## src/rtl/bus_req_arbiter_if.sv

```systemverilog
// Request/response bundle between the two bus requesters, the arbiter and the 68k bus-cycle engine.
// The slave modport is the arbiter's view; master is the surrounding system's view.
interface bus_req_arbiter_if;
    logic        ENABLE;

    logic        A_ACTIVE;
    logic [23:0] A_ADDRESS;
    logic [31:0] A_DATA;
    logic [2:0]  A_FC;
    logic [1:0]  A_SIZE;
    logic        A_IS_READ;
    logic        A_CLEAR;

    logic        B_ACTIVE;
    logic [23:0] B_ADDRESS;
    logic [31:0] B_DATA;
    logic [2:0]  B_FC;
    logic [1:0]  B_SIZE;
    logic        B_IS_READ;
    logic        B_CLEAR;

    logic [31:0] RESP_DATA;
    logic        RESP_ERROR;
    logic        OWNER_B;

    logic        BUS_ACTIVE;
    logic [23:0] BUS_ADDRESS;
    logic [31:0] BUS_DATA;
    logic [2:0]  BUS_FC;
    logic [1:0]  BUS_SIZE;
    logic        BUS_IS_READ;
    logic        BUS_DONE;
    logic        BUS_ERROR;
    logic [31:0] BUS_DATA_IN;
    logic        BUS_ABORT;

    modport slave (
        input  ENABLE,
        input  A_ACTIVE, A_ADDRESS, A_DATA, A_FC, A_SIZE, A_IS_READ,
        output A_CLEAR,
        input  B_ACTIVE, B_ADDRESS, B_DATA, B_FC, B_SIZE, B_IS_READ,
        output B_CLEAR,
        output RESP_DATA, RESP_ERROR, OWNER_B,
        output BUS_ACTIVE, BUS_ADDRESS, BUS_DATA, BUS_FC, BUS_SIZE, BUS_IS_READ,
        input  BUS_DONE, BUS_ERROR, BUS_DATA_IN,
        output BUS_ABORT
    );

    modport master (
        output ENABLE,
        output A_ACTIVE, A_ADDRESS, A_DATA, A_FC, A_SIZE, A_IS_READ,
        input  A_CLEAR,
        output B_ACTIVE, B_ADDRESS, B_DATA, B_FC, B_SIZE, B_IS_READ,
        input  B_CLEAR,
        input  RESP_DATA, RESP_ERROR, OWNER_B,
        input  BUS_ACTIVE, BUS_ADDRESS, BUS_DATA, BUS_FC, BUS_SIZE, BUS_IS_READ,
        output BUS_DONE, BUS_ERROR, BUS_DATA_IN,
        input  BUS_ABORT
    );
endinterface

```

## src/rtl/bus_req_arbiter.sv

```systemverilog
// Two-requester arbiter in front of the single 68k bus-cycle engine: A (Pi registers) vs B (on-FPGA),
// with anti-starvation for B and a watchdog that aborts hung bus cycles. All flops on falling SYSCLK.
module bus_req_arbiter #(
    parameter int unsigned STARVE_LIMIT   = 4,
    parameter int unsigned TIMEOUT_W      = 12,
    parameter int unsigned TIMEOUT_CYCLES = 4000
) (
    input logic              SYSCLK,
    input logic              RESET,
    bus_req_arbiter_if.slave arb
);

    typedef enum logic [1:0] {
        IDLE = 2'd0,
        BUSY = 2'd1,
        DONE = 2'd2
    } state_t;

    typedef struct packed {
        logic [23:0] address;
        logic [31:0] data;
        logic [2:0]  fc;
        logic [1:0]  size;
        logic        is_read;
    } req_t;

    localparam logic [3:0]           STREAK_MAX = 4'hF;
    localparam logic [3:0]           STARVE_LIM = 4'(STARVE_LIMIT);
    localparam logic [TIMEOUT_W-1:0] WDOG_LAST  = TIMEOUT_W'(TIMEOUT_CYCLES - 1);

    state_t               state_q, state_d;
    logic [3:0]           streak_q, streak_d;
    logic [TIMEOUT_W-1:0] wdog_q, wdog_d;
    req_t                 req_q, req_d;
    req_t                 req_a, req_b;
    logic                 owner_b_q, owner_b_d;
    logic                 bus_active_q, bus_active_d;
    logic [31:0]          resp_data_q, resp_data_d;
    logic                 resp_error_q, resp_error_d;
    logic                 a_clear_q, a_clear_d;
    logic                 b_clear_q, b_clear_d;
    logic                 abort_q, abort_d;
    logic                 pick_b;

    assign req_a = {arb.A_ADDRESS, arb.A_DATA, arb.A_FC, arb.A_SIZE, arb.A_IS_READ};
    assign req_b = {arb.B_ADDRESS, arb.B_DATA, arb.B_FC, arb.B_SIZE, arb.B_IS_READ};

    always_ff @(negedge SYSCLK or posedge RESET) begin
        if (RESET) begin
            state_q      <= IDLE;
            streak_q     <= '0;
            wdog_q       <= '0;
            req_q        <= '0;
            owner_b_q    <= 1'b0;
            bus_active_q <= 1'b0;
            resp_data_q  <= '0;
            resp_error_q <= 1'b0;
            a_clear_q    <= 1'b0;
            b_clear_q    <= 1'b0;
            abort_q      <= 1'b0;
        end else begin
            state_q      <= state_d;
            streak_q     <= streak_d;
            wdog_q       <= wdog_d;
            req_q        <= req_d;
            owner_b_q    <= owner_b_d;
            bus_active_q <= bus_active_d;
            resp_data_q  <= resp_data_d;
            resp_error_q <= resp_error_d;
            a_clear_q    <= a_clear_d;
            b_clear_q    <= b_clear_d;
            abort_q      <= abort_d;
        end
    end

    always_comb begin
        state_d      = state_q;
        streak_d     = streak_q;
        wdog_d       = wdog_q;
        req_d        = req_q;
        owner_b_d    = owner_b_q;
        bus_active_d = bus_active_q;
        resp_data_d  = resp_data_q;
        resp_error_d = resp_error_q;
        a_clear_d    = 1'b0;
        b_clear_d    = 1'b0;
        abort_d      = 1'b0;
        pick_b       = 1'b0;

        case (state_q)
            IDLE: begin
                if (arb.ENABLE && (arb.A_ACTIVE || arb.B_ACTIVE)) begin
                    // A normally wins a tie; B is forced once A has won STARVE_LIMIT ties in a row
                    pick_b       = arb.B_ACTIVE && (!arb.A_ACTIVE || (streak_q >= STARVE_LIM));
                    req_d        = pick_b ? req_b : req_a;
                    owner_b_d    = pick_b;
                    bus_active_d = 1'b1;
                    wdog_d       = '0;
                    state_d      = BUSY;
                    if (pick_b || !arb.B_ACTIVE) begin
                        streak_d = '0;
                    end else if (streak_q != STREAK_MAX) begin
                        streak_d = streak_q + 4'd1;
                    end
                end
            end
            BUSY: begin
                if (arb.BUS_DONE) begin
                    resp_data_d  = arb.BUS_DATA_IN;
                    resp_error_d = arb.BUS_ERROR;
                    bus_active_d = 1'b0;
                    a_clear_d    = !owner_b_q;
                    b_clear_d    = owner_b_q;
                    state_d      = DONE;
                end else if (wdog_q == WDOG_LAST) begin
                    abort_d      = 1'b1;
                    resp_error_d = 1'b1;
                    bus_active_d = 1'b0;
                    a_clear_d    = !owner_b_q;
                    b_clear_d    = owner_b_q;
                    state_d      = DONE;
                end else begin
                    wdog_d = wdog_q + TIMEOUT_W'(1);
                end
            end
            DONE: begin
                state_d = IDLE;
            end
            default: begin
                state_d = IDLE;
            end
        endcase
    end

    assign arb.A_CLEAR     = a_clear_q;
    assign arb.B_CLEAR     = b_clear_q;
    assign arb.RESP_DATA   = resp_data_q;
    assign arb.RESP_ERROR  = resp_error_q;
    assign arb.OWNER_B     = owner_b_q;
    assign arb.BUS_ACTIVE  = bus_active_q;
    assign arb.BUS_ADDRESS = req_q.address;
    assign arb.BUS_DATA    = req_q.data;
    assign arb.BUS_FC      = req_q.fc;
    assign arb.BUS_SIZE    = req_q.size;
    assign arb.BUS_IS_READ = req_q.is_read;
    assign arb.BUS_ABORT   = abort_q;

endmodule

```

## src/flat_wrapper.sv

```systemverilog
// flat-port wrapper written by rule: the top's interface ports become plain ports
module bus_req_arbiter_flat 
#(
    parameter int unsigned STARVE_LIMIT   = 4,
    parameter int unsigned TIMEOUT_W      = 12,
    parameter int unsigned TIMEOUT_CYCLES = 4000
)
  (SYSCLK, RESET, arb_ENABLE, arb_A_ACTIVE, arb_A_ADDRESS, arb_A_DATA, arb_A_FC, arb_A_SIZE, arb_A_IS_READ, arb_A_CLEAR, arb_B_ACTIVE, arb_B_ADDRESS, arb_B_DATA, arb_B_FC, arb_B_SIZE, arb_B_IS_READ, arb_B_CLEAR, arb_RESP_DATA, arb_RESP_ERROR, arb_OWNER_B, arb_BUS_ACTIVE, arb_BUS_ADDRESS, arb_BUS_DATA, arb_BUS_FC, arb_BUS_SIZE, arb_BUS_IS_READ, arb_BUS_DONE, arb_BUS_ERROR, arb_BUS_DATA_IN, arb_BUS_ABORT);
  bus_req_arbiter_if arb_i ();
  input logic SYSCLK;
  input logic RESET;
  input wire logic [$bits(arb_i.ENABLE)-1:0] arb_ENABLE;
  input wire logic [$bits(arb_i.A_ACTIVE)-1:0] arb_A_ACTIVE;
  input wire logic [$bits(arb_i.A_ADDRESS)-1:0] arb_A_ADDRESS;
  input wire logic [$bits(arb_i.A_DATA)-1:0] arb_A_DATA;
  input wire logic [$bits(arb_i.A_FC)-1:0] arb_A_FC;
  input wire logic [$bits(arb_i.A_SIZE)-1:0] arb_A_SIZE;
  input wire logic [$bits(arb_i.A_IS_READ)-1:0] arb_A_IS_READ;
  output wire logic [$bits(arb_i.A_CLEAR)-1:0] arb_A_CLEAR;
  input wire logic [$bits(arb_i.B_ACTIVE)-1:0] arb_B_ACTIVE;
  input wire logic [$bits(arb_i.B_ADDRESS)-1:0] arb_B_ADDRESS;
  input wire logic [$bits(arb_i.B_DATA)-1:0] arb_B_DATA;
  input wire logic [$bits(arb_i.B_FC)-1:0] arb_B_FC;
  input wire logic [$bits(arb_i.B_SIZE)-1:0] arb_B_SIZE;
  input wire logic [$bits(arb_i.B_IS_READ)-1:0] arb_B_IS_READ;
  output wire logic [$bits(arb_i.B_CLEAR)-1:0] arb_B_CLEAR;
  output wire logic [$bits(arb_i.RESP_DATA)-1:0] arb_RESP_DATA;
  output wire logic [$bits(arb_i.RESP_ERROR)-1:0] arb_RESP_ERROR;
  output wire logic [$bits(arb_i.OWNER_B)-1:0] arb_OWNER_B;
  output wire logic [$bits(arb_i.BUS_ACTIVE)-1:0] arb_BUS_ACTIVE;
  output wire logic [$bits(arb_i.BUS_ADDRESS)-1:0] arb_BUS_ADDRESS;
  output wire logic [$bits(arb_i.BUS_DATA)-1:0] arb_BUS_DATA;
  output wire logic [$bits(arb_i.BUS_FC)-1:0] arb_BUS_FC;
  output wire logic [$bits(arb_i.BUS_SIZE)-1:0] arb_BUS_SIZE;
  output wire logic [$bits(arb_i.BUS_IS_READ)-1:0] arb_BUS_IS_READ;
  input wire logic [$bits(arb_i.BUS_DONE)-1:0] arb_BUS_DONE;
  input wire logic [$bits(arb_i.BUS_ERROR)-1:0] arb_BUS_ERROR;
  input wire logic [$bits(arb_i.BUS_DATA_IN)-1:0] arb_BUS_DATA_IN;
  output wire logic [$bits(arb_i.BUS_ABORT)-1:0] arb_BUS_ABORT;
  assign arb_i.ENABLE = arb_ENABLE;
  assign arb_i.A_ACTIVE = arb_A_ACTIVE;
  assign arb_i.A_ADDRESS = arb_A_ADDRESS;
  assign arb_i.A_DATA = arb_A_DATA;
  assign arb_i.A_FC = arb_A_FC;
  assign arb_i.A_SIZE = arb_A_SIZE;
  assign arb_i.A_IS_READ = arb_A_IS_READ;
  assign arb_A_CLEAR = arb_i.A_CLEAR;
  assign arb_i.B_ACTIVE = arb_B_ACTIVE;
  assign arb_i.B_ADDRESS = arb_B_ADDRESS;
  assign arb_i.B_DATA = arb_B_DATA;
  assign arb_i.B_FC = arb_B_FC;
  assign arb_i.B_SIZE = arb_B_SIZE;
  assign arb_i.B_IS_READ = arb_B_IS_READ;
  assign arb_B_CLEAR = arb_i.B_CLEAR;
  assign arb_RESP_DATA = arb_i.RESP_DATA;
  assign arb_RESP_ERROR = arb_i.RESP_ERROR;
  assign arb_OWNER_B = arb_i.OWNER_B;
  assign arb_BUS_ACTIVE = arb_i.BUS_ACTIVE;
  assign arb_BUS_ADDRESS = arb_i.BUS_ADDRESS;
  assign arb_BUS_DATA = arb_i.BUS_DATA;
  assign arb_BUS_FC = arb_i.BUS_FC;
  assign arb_BUS_SIZE = arb_i.BUS_SIZE;
  assign arb_BUS_IS_READ = arb_i.BUS_IS_READ;
  assign arb_i.BUS_DONE = arb_BUS_DONE;
  assign arb_i.BUS_ERROR = arb_BUS_ERROR;
  assign arb_i.BUS_DATA_IN = arb_BUS_DATA_IN;
  assign arb_BUS_ABORT = arb_i.BUS_ABORT;
  bus_req_arbiter #(.STARVE_LIMIT(STARVE_LIMIT), .TIMEOUT_W(TIMEOUT_W), .TIMEOUT_CYCLES(TIMEOUT_CYCLES)) u_core (.SYSCLK(SYSCLK), .RESET(RESET), .arb(arb_i));
endmodule
```

## config.mk

```make
export PLATFORM = sky130hd
export DESIGN_NAME = bus_req_arbiter_flat
export DESIGN_NICKNAME = d
export VERILOG_FILES = /design/src/rtl/bus_req_arbiter_if.sv /design/src/rtl/bus_req_arbiter.sv /design/src/flat_wrapper.sv
export SDC_FILE = /design/constraint.sdc
export NUM_CORES = 1
export LEC_CHECK = 0
export CAP_MARGIN = 10
export CORE_MARGIN = 4
export CORE_UTILIZATION = 40
export DETAILED_ROUTE_END_ITERATION = 10
export GPL_TIMING_DRIVEN = 0
export PLACE_DENSITY = 0.8
export REMOVE_ABC_BUFFERS = 1
export SETUP_SLACK_MARGIN = 0.05
export SYNTH_ARGS = -nofsm -noshare
export SYNTH_HDL_FRONTEND = slang
export SYNTH_SLANG_ARGS = --single-unit
```

## constraint.sdc

```tcl
create_clock -name SYSCLK -period 3.9 [get_ports SYSCLK]
set_clock_uncertainty 0.1 [all_clocks]
set_input_delay 0.39 -clock SYSCLK [delete_from_list [all_inputs] [get_ports SYSCLK]]
set_output_delay 0.39 -clock SYSCLK [all_outputs]
set_load 0.005 [all_outputs]
```

Word level (Yosys, flattened, before mapping). Index checks and enable logic that the tools add are counted.

Add/sub/neg operators: 2. Equal/unequal tests: 7. Reductions and logical operators: 19. Multiplexer cells: 26. Magnitude comparators: 1.

Operators by type and width (number): $mux 62 (1); $mux 12 (3); $pmux 12 s2 (1); $mux 1 (14); $add 12x1->12 const B (1); $eq 12x12->1 const B (1); $mux 4 (2); $reduce_and 2->1 (4); $mux 2 (3); $reduce_and 3->1 (2); $reduce_bool 2->1 (3); $add 4x1->4 const B (1); $ge 4x3->1 const B (1); $ne 2x2->1 const B (2); $ne 4x4->1 const B (1); $pmux 2 s2 (1); $reduce_and 4->1 (1); $logic_not 1->1 (3); $logic_or 1x1->1 (3); $ne 3x2->1 const B (1); $eq 2x1->1 const B (1); $logic_and 1x1->1 (2); $logic_not 2->1 (1); $ne 2x1->1 const B (1); $pmux 1 s2 (1).

Input port bits: 163. Word-level logic and storage cells: 70. Flip-flop bits (word level): 118.

Longest topological paths before layout. Gate-level depths: netlist of run 1.

Depth after elaboration: 6. Gate-level depth with buffers: 6. Depth with buffers taken out: 5.

==> impl_metrics.toml, run 1 <==
[final_layout]
layoutNonFillerInstCount = 904
diodes = 0
fin_area_um2 = 8750
area_delta_synth_final_pct = 68.7
drive_above_1_share_pct = 11.9
finish.net_count = 886
fill_cells = 952

[logic_synthesis]
ys.flop_type = "dfrtn_1"
yosysSeqAreaShare_pct = 56.9
synth_area_leader_cell = "dfrtn_1"
synth-edff-count = 0
syn_inst = 450
postSynth.asyncResetShare_pct = 100
yosysUniqueCellTypes = 43
yosys_warnings = 0
synthTopCellsByArea = "dfrtn_1, mux2i_1, mux2_2"
synth_seq_cells = 118
synth_top_area_share_pct = 56.9
syn_area_um2 = 5190
yosysMostFrequentCell = "dfrtn_1"
synth_commonest_cells = "dfrtn_1, nand2_1, o21ai_0"
syn_avg_cell_area_um2 = 11.5

[critical_path]
worst_ep_required_time_ns = 3.41
crit_buf_inv = 1
slowest_stage = "clkdlybuf4s50_1"
worstSetupStartpointType = "register"
crit_path_max_fanout = 2
crit_family = "buffers and inverters"
crit_arrival_ns = 3.30
crit_chain = "clkdlybuf4s50_1"
cp-end-kind = "output pin"
critical_path_class = "register to output pin"
slowest_delay_ns = 0.54

[place]
port_buffers = 262
post-dp-hpwl_mm = 11.7
placed_area_um2 = 8050
gp_congestion = 0.810
dp_cells = 870
dp_slack_ns = -1.04

[sta]
slew_headroom_pct = 47.3
setup_viol = 0
worstMarginPinSlew_ns = 0.789
slew_violations = 0
final_hold_viol_count = 0
setup_tns_ns = 0
setup_slack_ns = 0.106
rsz0062_at_grt = "false"

[routing]
via_count = 4474
first_iter_violations = 191
wl_per_cell_um = 16.9
via_per_inst = 4.95
routed_wl_mm = 15.3
drc_errors = 0
drtAntennaViolNets = 0
first_pass_iters = 4

[grt]
grt_max_degree = 62
grt_overflow_total = 0
antenna_found_initial = 0
grt_usage_pct = 20.7
grt_pass1_vias = 4699
grt_pass1_wl_mm = 23.9

[job]
drv_cap = 0

[power_and_ir_drop]
p_leak_uw = 0.00402
ir_drop_v = 0.000298
powerDensity_nw_per_um2 = 606

[hold_path]
min_path_type = "register to register"

[run_status]
status = "complete, no violations"

[die]
core_area_um2 = 12700
num_rows = 41
start_util_pct = 40.9
die_w_um = 122
die-area_um2 = 14900
die_height_um = 122
io_pins = 263

[clocking]
clock_latency_ns = 0.39
clock_path_buffers = 2
cts_sinks = 118
cts_tree = "built"
numCtsBuffers = 17
cts_root_buf = "clkbuf_16"
cts_max_level = 4
clk_pin_slew_worst_paths_ns = 0.04
placed cells by master (no fill, tap or decap), types with 3 or more instances in the layout:
cell,netlist,routed
and4_1,3,3
inv_1,5,4
mux2i_1,62,62
o211ai_1,5,5
mux2_2,33,33
and3_1,4,4
and2_1,3,3
nand3_1,5,5
buf_8,0,4
clkdlybuf4s50_1,0,258
o21ai_0,65,64
bufinv_16,0,4
dfrtn_1,118,118
a21oi_1,5,5
buf_4,1,9
clkbuf_8,0,4
nand4_1,3,3
a31oi_1,3,3
nor2_1,7,7
clkbuf_16,0,17
nand2_1,70,69
stage by stage:
| stage | hold WS (ns) | utilization (%) | total power, uW |
|---|---|---|---|
| final | 0.319 | 69.1 | 5300 |
| after global routing | 0.340 | 69.1 | 5610 |
| after global placement | 0.320 | 62.3 | 3590 |
| after CTS | 0.327 | 69.0 | 5360 |
| after floorplan | 0.293 | - | 2470 |
| after detailed placement | 0.330 | 63.5 | 3660 |
tightest hold or removal path: stages, from the launching register on:
cell and delay, ns:
dfrtn_1 0.40, nand2_1 0.04, o21ai_0 0.06
layout make-up:
class	count	area, um^2	area share, %
clock buffers	22	484	5.53
clock inverters	8	146	1.67
inverters	5	23.8	0.272
multi-input cells	301	2110	24.1
flip-flops and latches	118	2950	33.7
well taps	172	215	2.46
repair buffers	278	2820	32.2
metal layers:
metal / up-vias / global-route usage [%] / part of all wire [%]
li1: 2143 / - / -
met1: 2100 / 23.6 / 38
met2: 206 / 35.6 / 50
met3: 25 / 7.29 / 9.4
met4: 0 / 8.33 / 2.3
met5: - / 0 / 0
where the power goes:
part	total, uW	internal (uW)	switching, uW
sequential	1920	1680	240
combinational	1730	1110	613
clock	1650	1130	523
total	5300	3920	1380
logic make-up after synthesis:
group           synth area share (%)
flops                           56.9
simple gates                    9.50
compound gates                  11.2
mux                             19.1
buf+inv                         2.77
fa+ha+maj                      0.482
flip-flops by register name (all words and copies together), names as in the netlist, 2 cells and up:
| signal | flops |
|---|---|
| u_core.arb.BUS_DATA | 32 |
| u_core.arb.BUS_FC | 3 |
| u_core.arb.RESP_DATA | 32 |
| u_core.arb.BUS_SIZE | 2 |
| u_core.state_q | 2 |
| u_core.streak_q | 4 |
| u_core.wdog_q | 12 |
| u_core.arb.BUS_ADDRESS | 24 |
final timing paths:
path | from | depth (start not counted) | endpoint | slack, ns
worst max-delay path | u_core.arb.BUS_DATA[30] | 1 | arb_BUS_DATA[30] | 0.11
worst min-delay path | u_core.arb.BUS_DATA[26] | 2 | u_core.arb.BUS_DATA[26] | 0.32
worst max register to register | u_core.state_q[0] | 3 | u_core.arb.RESP_DATA[25] | 1.42
worst min register to register | u_core.arb.BUS_DATA[26] | 2 | u_core.arb.BUS_DATA[26] | 0.32
max in group asynchronous | RESET | 3 | u_core.arb.BUS_DATA[11] | 0.81
min in group asynchronous | RESET | 2 | u_core.arb.RESP_DATA[0] | 2.18
timing repair:
action / in CTS / in global routing
hold buffers: 0 / 0
gates resized for setup: 11 / 4
setup buffers: 5 / 0
setup endpoints to repair: 68 / 26
pin swaps: 1 / 1
cloned: 0 / 0
Power figures use the tool's default switching activity.
==> run 2: changes to the inputs <==
- CTS_CLUSTER_DIAMETER: default -> 80
==> results of run 2 <==
Final layout, timing and power as in run 1 (identical DEF).
==> run 3: changes to the inputs <==
- CORE_MARGIN: 4 -> default
==> run 3 against run 2 <==
  * Setup slack better by 0.0034 ns
  * Cell area is 0.33% lower
  * Combinational power hardly changed
  * Critical endpoint is now arb_BUS_DATA[11]
==> impl_metrics.toml, run 3 (synthesis results as in run 1) <==
[run_status]
status = "complete, no violations"

[place]
gp_congestion = 0.840
port_buffers = 262
post-dp-hpwl_mm = 10.7

[sta]
worstMarginPinSlew_ns = 0.760
setup_viol = 0
final_hold_viol_count = 0
slew_violations = 0
slew_headroom_pct = 49.1
setup_tns_ns = 0
rsz0062_at_grt = "false"

[critical_path]
crit_buf_inv = 1
timing.reg2reg.setup_slack_ns = 1.50
reg2reg_depth = 3
crit_arrival_ns = 3.30
worst_ep_required_time_ns = 3.41
slowest_delay_ns = 0.55
crit_start = "u_core.arb.BUS_DATA[11]"
critical_path_class = "register to output pin"
crit_chain = "clkdlybuf4s50_1"
slowest_stage = "clkdlybuf4s50_1"
r2r-end = "u_core.arb.RESP_DATA[13]"
cp-end-kind = "output pin"
r2r-start = "u_core.state_q[0]"
crit_family = "buffers and inverters"
crit_path_max_fanout = 2
worstSetupStartpointType = "register"

[final_layout]
fill_cells = 949
layout_commonest_cell = "clkdlybuf4s50_1"
mostFrequentLayoutCells = "clkdlybuf4s50_1, dfrtn_1, nand2_1"
area_delta_synth_final_pct = 68.1
diodes = 0
seq_area_um2 = 2950
multi_input_area_um2 = 2120
drive_above_1_share_pct = 12.0
finish.net_count = 887
final_core_util_pct = 69.1

[die]
num_rows = 41
die-area_um2 = 13400
core_area_um2 = 12600
die_w_um = 116
start_util_pct = 41.1
die_height_um = 116
io_pins = 263

[grt]
grt_usage_pct = 22.9
grt_max_degree = 62
antenna_found_initial = 0
grt_pass1_vias = 4587
grt_pass1_wl_mm = 23.1
grt_overflow_total = 0

[routing]
routed_wl_mm = 15.0
first_pass_iters = 7
via_count = 4547
drc_errors = 0
via_per_inst = 5.02
wl_per_cell_um = 16.5
drtAntennaViolNets = 0
first_iter_violations = 176

[clocking]
clk_pin_slew_worst_paths_ns = 0.04
cts_tree = "built"
numCtsBuffers = 17
clock_path_buffers = 2
cts_sinks = 118
cts_root_buf = "clkbuf_16"
clock_latency_ns = 0.39
cts_max_level = 4

[power_and_ir_drop]
ir_drop_v = 0.000289
powerDensity_nw_per_um2 = 604
p_leak_uw = 0.00400

[hold_path]
min_path_type = "register to register"
min_to = "u_core.arb.A_CLEAR"
worstHoldStart = "u_core.arb.OWNER_B"
min_path_cells = 1

[job]
drv_cap = 0
[run 3: cell count changes in the layout (fill, tap and decap cells not counted), moves of 2 or more]
cell,delta
buf_6,+5
buf_8,-4
clkinv_2,+3
clkbuf_8,-2
[run 3: cell type report]
cell class | instances | area share, %
clock buffer | 21 | 5.28
clock inverter | 10 | 1.75
inverter | 5 | 0.273
multi-input combinational | 302 | 24.3
sequential | 118 | 33.9
tap | 172 | 2.47
timing repair buffer | 278 | 32.1
[run 3: layer usage]
layer  global-route usage, %  vias up  share of wire, %
li1                        -     2147                 -
met1                    24.0     2155                37
met2                    41.2      213                52
met3                    8.37       32               8.8
met4                    9.83        0               2.3
met5                       0        -                 0
[run 3: how the worst max path moves through the flow]
stage                     slack [ns]  cells after the start                      end
final                           0.11                      1         arb_BUS_DATA[11]
after global routing            0.06                      1       arb_BUS_ADDRESS[0]
after floorplan                -3.51                      2        u_core.state_q[0]
after detailed placement       -0.90                      7  u_core.arb.BUS_DATA[15]
after CTS                       0.05                      5         u_core.wdog_q[2]
after global placement         -6.35                      3        u_core.state_q[0]
[run 3: repair_timing]
action | in CTS | in global routing
pin swaps | 1 | 0
hold endpoints to repair | 0 | 0
hold buffers | 0 | 0
gates cloned | 1 | 0
setup buffers | 5 | 0
gates resized for setup | 7 | 3
setup endpoints to repair | 92 | 9
[run 3: power breakdown]
part	total (uW)	internal (uW)	switching, uW
sequential	1920	1680	238
combinational	1710	1110	603
clock	1640	1090	544
[run 3: metrics by stage]
step / hold WS [ns] / power (uW) / instances / cell area, um^2 / worst slack (ns)
2_1_floorplan: 0.293 / 2470 / 424 / 5060 / -3.51
3_3_place_gp: 0.315 / 3570 / 858 / 7900 / -6.35
3_5_place_dp: 0.328 / 3630 / 869 / 8030 / -0.901
4_1_cts: 0.326 / 5310 / 906 / 8710 / 0.0530
5_1_grt: 0.347 / 5560 / 906 / 8720 / 0.0598
6_report: 0.309 / 5260 / 906 / 8720 / 0.109
